<file path="src/rtl/select_in_pkg.sv">
// select_in_pkg
// Shared constants and helpers for the select_in steering demultiplexer.
// The destination index is INDEX_W bits wide, which caps the funnel at
// MAX_FUNNEL consumers.
package select_in_pkg;

    localparam int INDEX_W    = 4;
    localparam int MAX_FUNNEL = 1 << INDEX_W;

    // True when idx addresses an existing consumer of an n-wide funnel.
    function automatic logic index_in_range(input logic [INDEX_W-1:0] idx,
                                            input int unsigned        n);
        return (32'(idx) < n);
    endfunction

endpackage

</file>
<file path="src/rtl/select_in_decode.sv">
// select_decode
// One-hot decode of the held item's destination, qualified by the output
// register being occupied.  The top level ANDs each bit with the matching
// consumer ready to form the per-port enables and the drain condition.
//
// Ports:
//   dest  in   destination index of the held item
//   full  in   output register occupied
//   sel   out  one-hot port select, all zero when the register is empty
module select_decode
    import select_in_pkg::*;
#(
    parameter int funnel_width = 8
) (
    input  logic [INDEX_W-1:0]      dest,
    input  logic                    full,
    output logic [funnel_width-1:0] sel
);

    always_comb begin
        sel = '0;
        for (int i = 0; i < funnel_width; i++) begin
            if (full && (dest == INDEX_W'(i))) begin
                sel[i] = 1'b1;
            end
        end
    end

endmodule

</file>
<file path="src/rtl/select_in.sv">
// select_in
// Steering demultiplexer: a single upstream enqueue stream is routed to one
// of funnel_width downstream consumers.  The destination is set with the
// select method and latched with each item at accept time, so a later
// select never redirects an item already held in the output register.
//
// Ports:
//   clk          in   clock, all state updates on the rising edge
//   nrst         in   synchronous active-low reset
//   select_ena   in   set destination index
//   select_v     in   new index, only bits [3:0] are used
//   select_rdy   out  always 1
//   in_enq_ena   in   upstream enqueue strobe
//   in_enq_v     in   upstream payload
//   in_enq_rdy   out  upstream may enqueue this cycle
//   out_enq_ena  out  per-consumer enqueue strobe
//   out_enq_v    out  per-consumer payload (valid only with its strobe)
//   out_enq_rdy  in   per-consumer ready
module select_in
    import select_in_pkg::*;
#(
    parameter int funnel_width = 8,
    parameter int width        = 16
) (
    input  logic                                clk,
    input  logic                                nrst,
    input  logic                                select_ena,
    input  logic [31:0]                         select_v,
    output logic                                select_rdy,
    input  logic                                in_enq_ena,
    input  logic [width-1:0]                    in_enq_v,
    output logic                                in_enq_rdy,
    output logic [funnel_width-1:0]             out_enq_ena,
    output logic [funnel_width-1:0][width-1:0]  out_enq_v,
    input  logic [funnel_width-1:0]             out_enq_rdy
);

    logic [INDEX_W-1:0]      index;
    logic                    index_valid;
    logic                    full;
    logic [width-1:0]        data;
    logic [INDEX_W-1:0]      dest;

    logic [funnel_width-1:0] sel;
    logic                    drain;
    logic                    accept;

    // Upper select bits are architecturally ignored.
    logic unused_select_bits;
    assign unused_select_bits = ^select_v[31:INDEX_W];

    select_decode #(
        .funnel_width (funnel_width)
    ) u_decode (
        .dest (dest),
        .full (full),
        .sel  (sel)
    );

    for (genvar i = 0; i < funnel_width; i++) begin : g_out
        assign out_enq_ena[i] = sel[i] & out_enq_rdy[i];
        assign out_enq_v[i]   = data;
    end

    assign drain      = |out_enq_ena;
    assign select_rdy = 1'b1;

    // Draining and refilling in the same cycle keeps one item per cycle
    // flowing while the destination stays ready.
    assign in_enq_rdy = index_valid && (!full || drain);
    assign accept     = in_enq_ena && in_enq_rdy;

    always_ff @(posedge clk) begin
        if (!nrst) begin
            index       <= '0;
            index_valid <= 1'b0;
            full        <= 1'b0;
        end else begin
            if (select_ena) begin
                index       <= select_v[INDEX_W-1:0];
                index_valid <= index_in_range(select_v[INDEX_W-1:0], funnel_width);
            end
            if (accept) begin
                full <= 1'b1;
            end else if (drain) begin
                full <= 1'b0;
            end
        end
    end

    // Payload and destination only matter while full is set, so they carry
    // no reset.  dest takes the index from before any same-cycle select.
    always_ff @(posedge clk) begin
        if (accept) begin
            data <= in_enq_v;
            dest <= index;
        end
    end

endmodule
</file>
<file path="config.mk">
export PLATFORM = sky130hd
export DESIGN_NAME = select_in
export DESIGN_NICKNAME = d
export VERILOG_FILES = /design/src/rtl/select_in_pkg.sv /design/src/rtl/select_in_decode.sv /design/src/rtl/select_in.sv
export SDC_FILE = /design/constraint.sdc
export NUM_CORES = 1
export LEC_CHECK = 0
export ABC_AREA = 1
export BUFFER_PORTS_ARGS = -buffer_cell sky130_fd_sc_hd__buf_4
export CORE_MARGIN = 8
export CORE_UTILIZATION = 30
export CTS_CLUSTER_DIAMETER = 60
export DETAILED_ROUTE_END_ITERATION = 10
export PLACE_DENSITY = 0.8
export REMOVE_ABC_BUFFERS = 1
export SKIP_CTS_REPAIR_TIMING = 1
export SLEW_MARGIN = 15
export SYNTH_ARGS = -nofsm -noshare
export SYNTH_HDL_FRONTEND = slang
export SYNTH_SLANG_ARGS = --single-unit
export TNS_END_PERCENT = 5
</file>
<file path="constraint.sdc">
create_clock -name clk -period 1.9 [get_ports clk]
set_input_delay 0.38 -clock clk [delete_from_list [all_inputs] [get_ports clk]]
set_output_delay 0.38 -clock clk [all_outputs]
set_load 0.05 [all_outputs]
</file>
==> flow_summary.toml, run 1 <==
[critical_path]
crit_path_start_kind = "flip-flop"
cpMostUsedCell = "nor2_2"
cp_max_fo = 4
slowest_delay_ns = 0.45
cp.buffers_inverters = 3
required_ns = 1.52
cpLargestDelayFamily = "simple AND/OR/NAND/NOR gates"
cp_slowest_cell = "edfxtp_1"
arrival_ns = 1.52
worstSetupPathType = "flip-flop to output pin"
worstSetupEndpointType = "output pin"
path_cells = "inv_1 -> nand3_1 -> nor2_2 -> nor2_2 -> nand3_2 -> nand2_2 -> inv_2 -> buf_8"

[place]
gp_congestion = 0.825
hpwl_mm = 4.70
port_buffers = 168
post-place-ws_ns = 0.207
dp.cells = 340
dpl-instance-area_mm2 = 0.00240

[logic_synthesis]
synth_simple_gate_area_share_pct = 10.2
syn_area_mm2 = 0.00187
yosysSeqAreaShare_pct = 38.6
synthTopCellsByArea = "buf_4, edfxtp_1, dfxtp_1"
synth_xor_area_share_pct = 0
synth_adder_area_share_pct = 0
synth_mux_area_share_pct = 0
ys_warn_count = 0
synth_top_cell_area_share_pct = 45.4
synth-compound-area-share_pct = 2.01
syn_area_per_cell_um2 = 8.94
synth_area_leader_cell = "buf_4"
syn_inst = 209
ys_ff_latch = 26
synth_cell_types = 15
synth_top_family_by_area = "buffers and inverters"

[global_routing]
grt_pass1_wl_mm = 8.04
gr-total-overflow = 0
grt_pass1_vias = 1344
grt_usage_pct = 11.5
grt_max_degree = 21
grt_antenna_before_repair = 0

[detailed_routing]
num_vias = 1314
wirelength_mm = 5.49
vias_per_cell = 3.78
wl_met1_mm = 2.05
ant_nets = 0
wl_met3_um = 519
drtPass1Iterations = 4
routed.top_layer = "met4"
wl_per_cell_um = 15.8
dr.first_iter.drc_count = 29
drc = 0
met2_length_mm = 2.88

[cells_and_area]
layout-drive-gt1-share_pct = 73.3
final_cell_mix = "buf_4, edfxtp_1, inv_1"
final_area_mm2 = 0.00254
nFillCells = 586
layout_commonest_cell = "buf_4"
final_cells = 348
layout-area-overhead-vs-synth_pct = 35.9
num-nets-final = 334
final_core_util_pct = 42.7
antenna_cells = 0

[cts]
cts_buffers = 3
clockBufferDepth = 2
clkLatencyLatePin_ns = 0.26
cts-root-buf = "clkbuf_8"
clock-sinks = 26
cts_htree_levels = 1
cts_tree = "built"
path_clk_slew_ns = 0.09

[timing]
tns_ns = 0
fin_worst_skew_ns = 0.00312
whs_ns = 0.284
period_share_pct = 99.9
report.final.slew_viol_count = 0
fmax_mhz = 527
rsz0062_at_grt = "true"
post-route-min-period_ns = 1.90
hold_viol_final = 0
setup_ws_ns = 0.00117
finalSetupViolCount = 0

[pwr]
switching_power_mw = 0.477
seqPwrFrac_pct = 43.2
ir_worst_vdd_uv = 761
p_total_mw = 1.52
comb_power_share_pct = 27.4
p_int_mw = 1.05
netSwitchingFraction_pct = 31.3
clkPwrFrac_pct = 29.4
power_leakage_nw = 1.33
p_per_area_mw_per_mm2 = 599

[floorplan]
die-area_mm2 = 0.00901
die_w_um = 94.9
fp.dieH_um = 94.9
pin_count = 198
initial_utilization_pct = 31.4
rows = 28
core_area_mm2 = 0.00596

[status]
status = "finished, final reports clean"

[hold_path]
hp-class = "primary input to flip-flop"

[flow_run]
cap_violations = 0
-- final cells by class --
type                       count  area [um2]  area share, %
tap                           75        93.8           3.69
multi-input combinational     52         268           10.5
inverter                      18        67.6           2.66
clock inverter                 1        30.0           1.18
timing repair buffer         173        1320           51.9
clock buffer                   3        41.3           1.62
sequential                    26         722           28.4
-- cell families (layout without fill, tap and decap cells) --
logic type      count (synthesis)  in the layout
compound gates                  7              7
simple gates                   44             44
flops                          26             26
buf+inv                       131            195
other cells                     1              1
-- path summary, 6_finish.rpt --
kind               start    endpoint  slack, ns  cells past startpoint
max reg2reg      dest[1]     data[8]       0.12                      9
min reg2reg     index[3]     dest[3]       0.44                      0
max              dest[1]  in_enq_rdy      0.001                      8
min          in_enq_v[5]     data[5]       0.28                      1
-- cell usage after synthesis --
cell type,instances
inv_1,17
nor2_1,21
conb_1,1
inv_2,1
o21ai_0,5
nand3_1,4
nand2_2,3
o21ai_1,1
edfxtp_1,20
nand3_2,1
nor2_2,3
buf_4,113
nand2_1,12
o21a_1,1
dfxtp_1,6
-- power groups by stage --
stage	Clock [mW]	Combinational, mW	Sequential (mW)
after floorplan	0	0.0370	0.875
after global placement	0	0.408	0.669
after detailed placement	0	0.411	0.671
after CTS	0.462	0.412	0.658
after global routing	0.490	0.434	0.663
final	0.448	0.417	0.659
-- state kept, by name, indices dropped and copies added, names as in the netlist --
name and count:
index 4, dest 4, data 16, full 1
index_valid 1
-- layer usage --
layer,vias to the layer above,GRT usage (%)
met5,-,0
met4,0,1.95
met3,2,4.60
met2,72,21.3
met1,585,12.0
li1,655,-
Note: power is estimated with default switching activity, not from simulation.
==> inputs of run 2 (changes only) <==
--- a/config.mk
+++ b/config.mk
@@ -8,10 +8,10 @@
 export ABC_AREA = 1
 export BUFFER_PORTS_ARGS = -buffer_cell sky130_fd_sc_hd__buf_4
 export CORE_MARGIN = 8
-export CORE_UTILIZATION = 30
-export CTS_CLUSTER_DIAMETER = 60
+export CORE_UTILIZATION = 32
+export CTS_CLUSTER_DIAMETER = 200
 export DETAILED_ROUTE_END_ITERATION = 10
-export PLACE_DENSITY = 0.8
+export PLACE_DENSITY = 0.84
 export REMOVE_ABC_BUFFERS = 1
 export SKIP_CTS_REPAIR_TIMING = 1
 export SLEW_MARGIN = 15
==> constraint.sdc (replaced) <==
create_clock -name clk -period 1.9 [get_ports clk]
set_input_delay 0.095 -clock clk [delete_from_list [all_inputs] [get_ports clk]]
set_output_delay 0.095 -clock clk [all_outputs]
set_load 0.05 [all_outputs]
==> flow_summary.toml, run 2 (synthesized netlist as in run 1, its figures left out) <==
[critical_path]
cp_max_fo = 20
arrival_ns = 1.67
worstSetupPathType = "flip-flop to flip-flop"
worstSetupEndpointType = "flip-flop"
cpMostUsedCell = "nand2_1"
path_cells = "inv_1 -> nand2_1 -> nor2_1 -> nand2_2 -> nand2_1 -> nor2_2 -> nand3_2 -> nand2_1 -> nor2_2 -> buf_12"
slowest_delay_ns = 0.47
crit_path_start_kind = "flip-flop"
cp.buffers_inverters = 2
required_ns = 1.87
cpLargestDelayFamily = "simple AND/OR/NAND/NOR gates"
cp_slowest_cell = "edfxtp_1"

[cells_and_area]
num-nets-final = 346
antenna_cells = 0
final_cell_mix = "buf_4, nor2_1, edfxtp_1"
largest_reg_flops = 16
nFillCells = 533
layout_commonest_cell = "buf_4"
final_area_mm2 = 0.00262
multi_input_area_um2 = 238
layout-area-overhead-vs-synth_pct = 40.2
layout-drive-gt1-share_pct = 63.9
ff_latch_area_um2 = 721
top_regs = "data: 16 flops, dest: 4 flops, index: 4 flops"
largest-register = "data"

[timing]
hold_viol_final = 0
rsz0062_at_grt = "false"
post-route-min-period_ns = 1.70
period_share_pct = 89.4
whs_ns = 0.0462
fmax_mhz = 589
finalSetupViolCount = 0
report.final.slew_viol_count = 0
setup_ws_ns = 0.202
fin_worst_skew_ns = 0.00822

[global_routing]
grt_pass1_wl_mm = 8.30
grt_pass1_vias = 1484
grt_antenna_before_repair = 0
grt_max_degree = 21
gr-total-overflow = 0
grt_usage_pct = 12.2

[floorplan]
fp.dieH_um = 92.4
initial_utilization_pct = 32.3
rows = 28
die_w_um = 92.4
core_area_mm2 = 0.00578
pin_count = 198
die-area_mm2 = 0.00854

[place]
post-place-ws_ns = 0.232
hpwl_mm = 4.72
gp_congestion = 0.716
dpl-instance-area_mm2 = 0.00240
port_buffers = 168

[pwr]
ir_worst_vdd_uv = 440
power_leakage_nw = 1.37
p_per_area_mw_per_mm2 = 550
p_total_mw = 1.44

[cts]
path_clk_slew_ns = 0.09
cts_tree = "built"
clock-sinks = 26
clkLatencyLatePin_ns = 0.27
cts-root-buf = "clkbuf_8"
cts_htree_levels = 1
cts_buffers = 3
clockBufferDepth = 2

[status]
status = "finished, final reports clean"

[flow_run]
cap_violations = 0

[detailed_routing]
vias_per_cell = 3.92
drc = 0
wl_per_cell_um = 15.9
ant_nets = 0
wirelength_mm = 5.74
num_vias = 1412
drtPass1Iterations = 4
dr.first_iter.drc_count = 46

[hold_path]
hp-class = "primary input to flip-flop"
[run 2: changes by cell type in the layout (fill, tap and decap cells not counted), moves of 2 or more]
cell	before	now
buf_4	171	167
dlygate4sd3_1	0	16
inv_1	14	17
inv_2	4	1
nand2_1	10	12
nor2_1	13	21
nor2_2	11	3
[run 2: path summary, 6_finish.rpt]
check	start	to	slack [ns]	depth (start not counted)
worst min-delay path	select_v[1]	index[1]	0.05	3
worst max-delay path	dest[1]	data[0]	0.20	10
worst max register to register	dest[1]	data[0]	0.20	10
worst min register to register	index[3]	dest[3]	0.44	0
[run 2: stage by stage]
stage	utilization (%)	std cells	TNS (ns)
floorplan	-	96	-129.97
global placement	41.5	340	0
detailed placement	41.5	340	0
CTS	42.4	344	0
global route	45.3	360	0
finish	45.3	360	0
[run 2: area by class of cell]
| class | count | share of cell area [%] |
|---|---|---|
| timing repair buffer | 185 | 55.2 |
| sequential | 26 | 27.5 |
| multi-input combinational | 52 | 9.07 |
| tap | 75 | 3.58 |
| inverter | 18 | 2.58 |
| clock buffer | 4 | 2.10 |
[run 2: worst min-delay path, delay by kind of cell]
kind / cells / cell delay [ns]
and+or+nand+nor: 2 / 0.11
buffers and inverters: 1 / 0.08
[run 2: power breakdown]
group	total (mW)	internal, mW	switching, mW	leakage, nW
sequential	0.658	0.633	0.0248	0.231
combinational	0.438	0.149	0.289	1.11
clock	0.346	0.185	0.161	0.0288
[run 2: routing by layer]
metal,wire [um],global-route usage (%),vias to the layer above
met3,551,5.10,2
met5,0,0,-
met2,3050,22.4,75
li1,-,-,683
met4,40,2.82,0
met1,2100,12.5,652
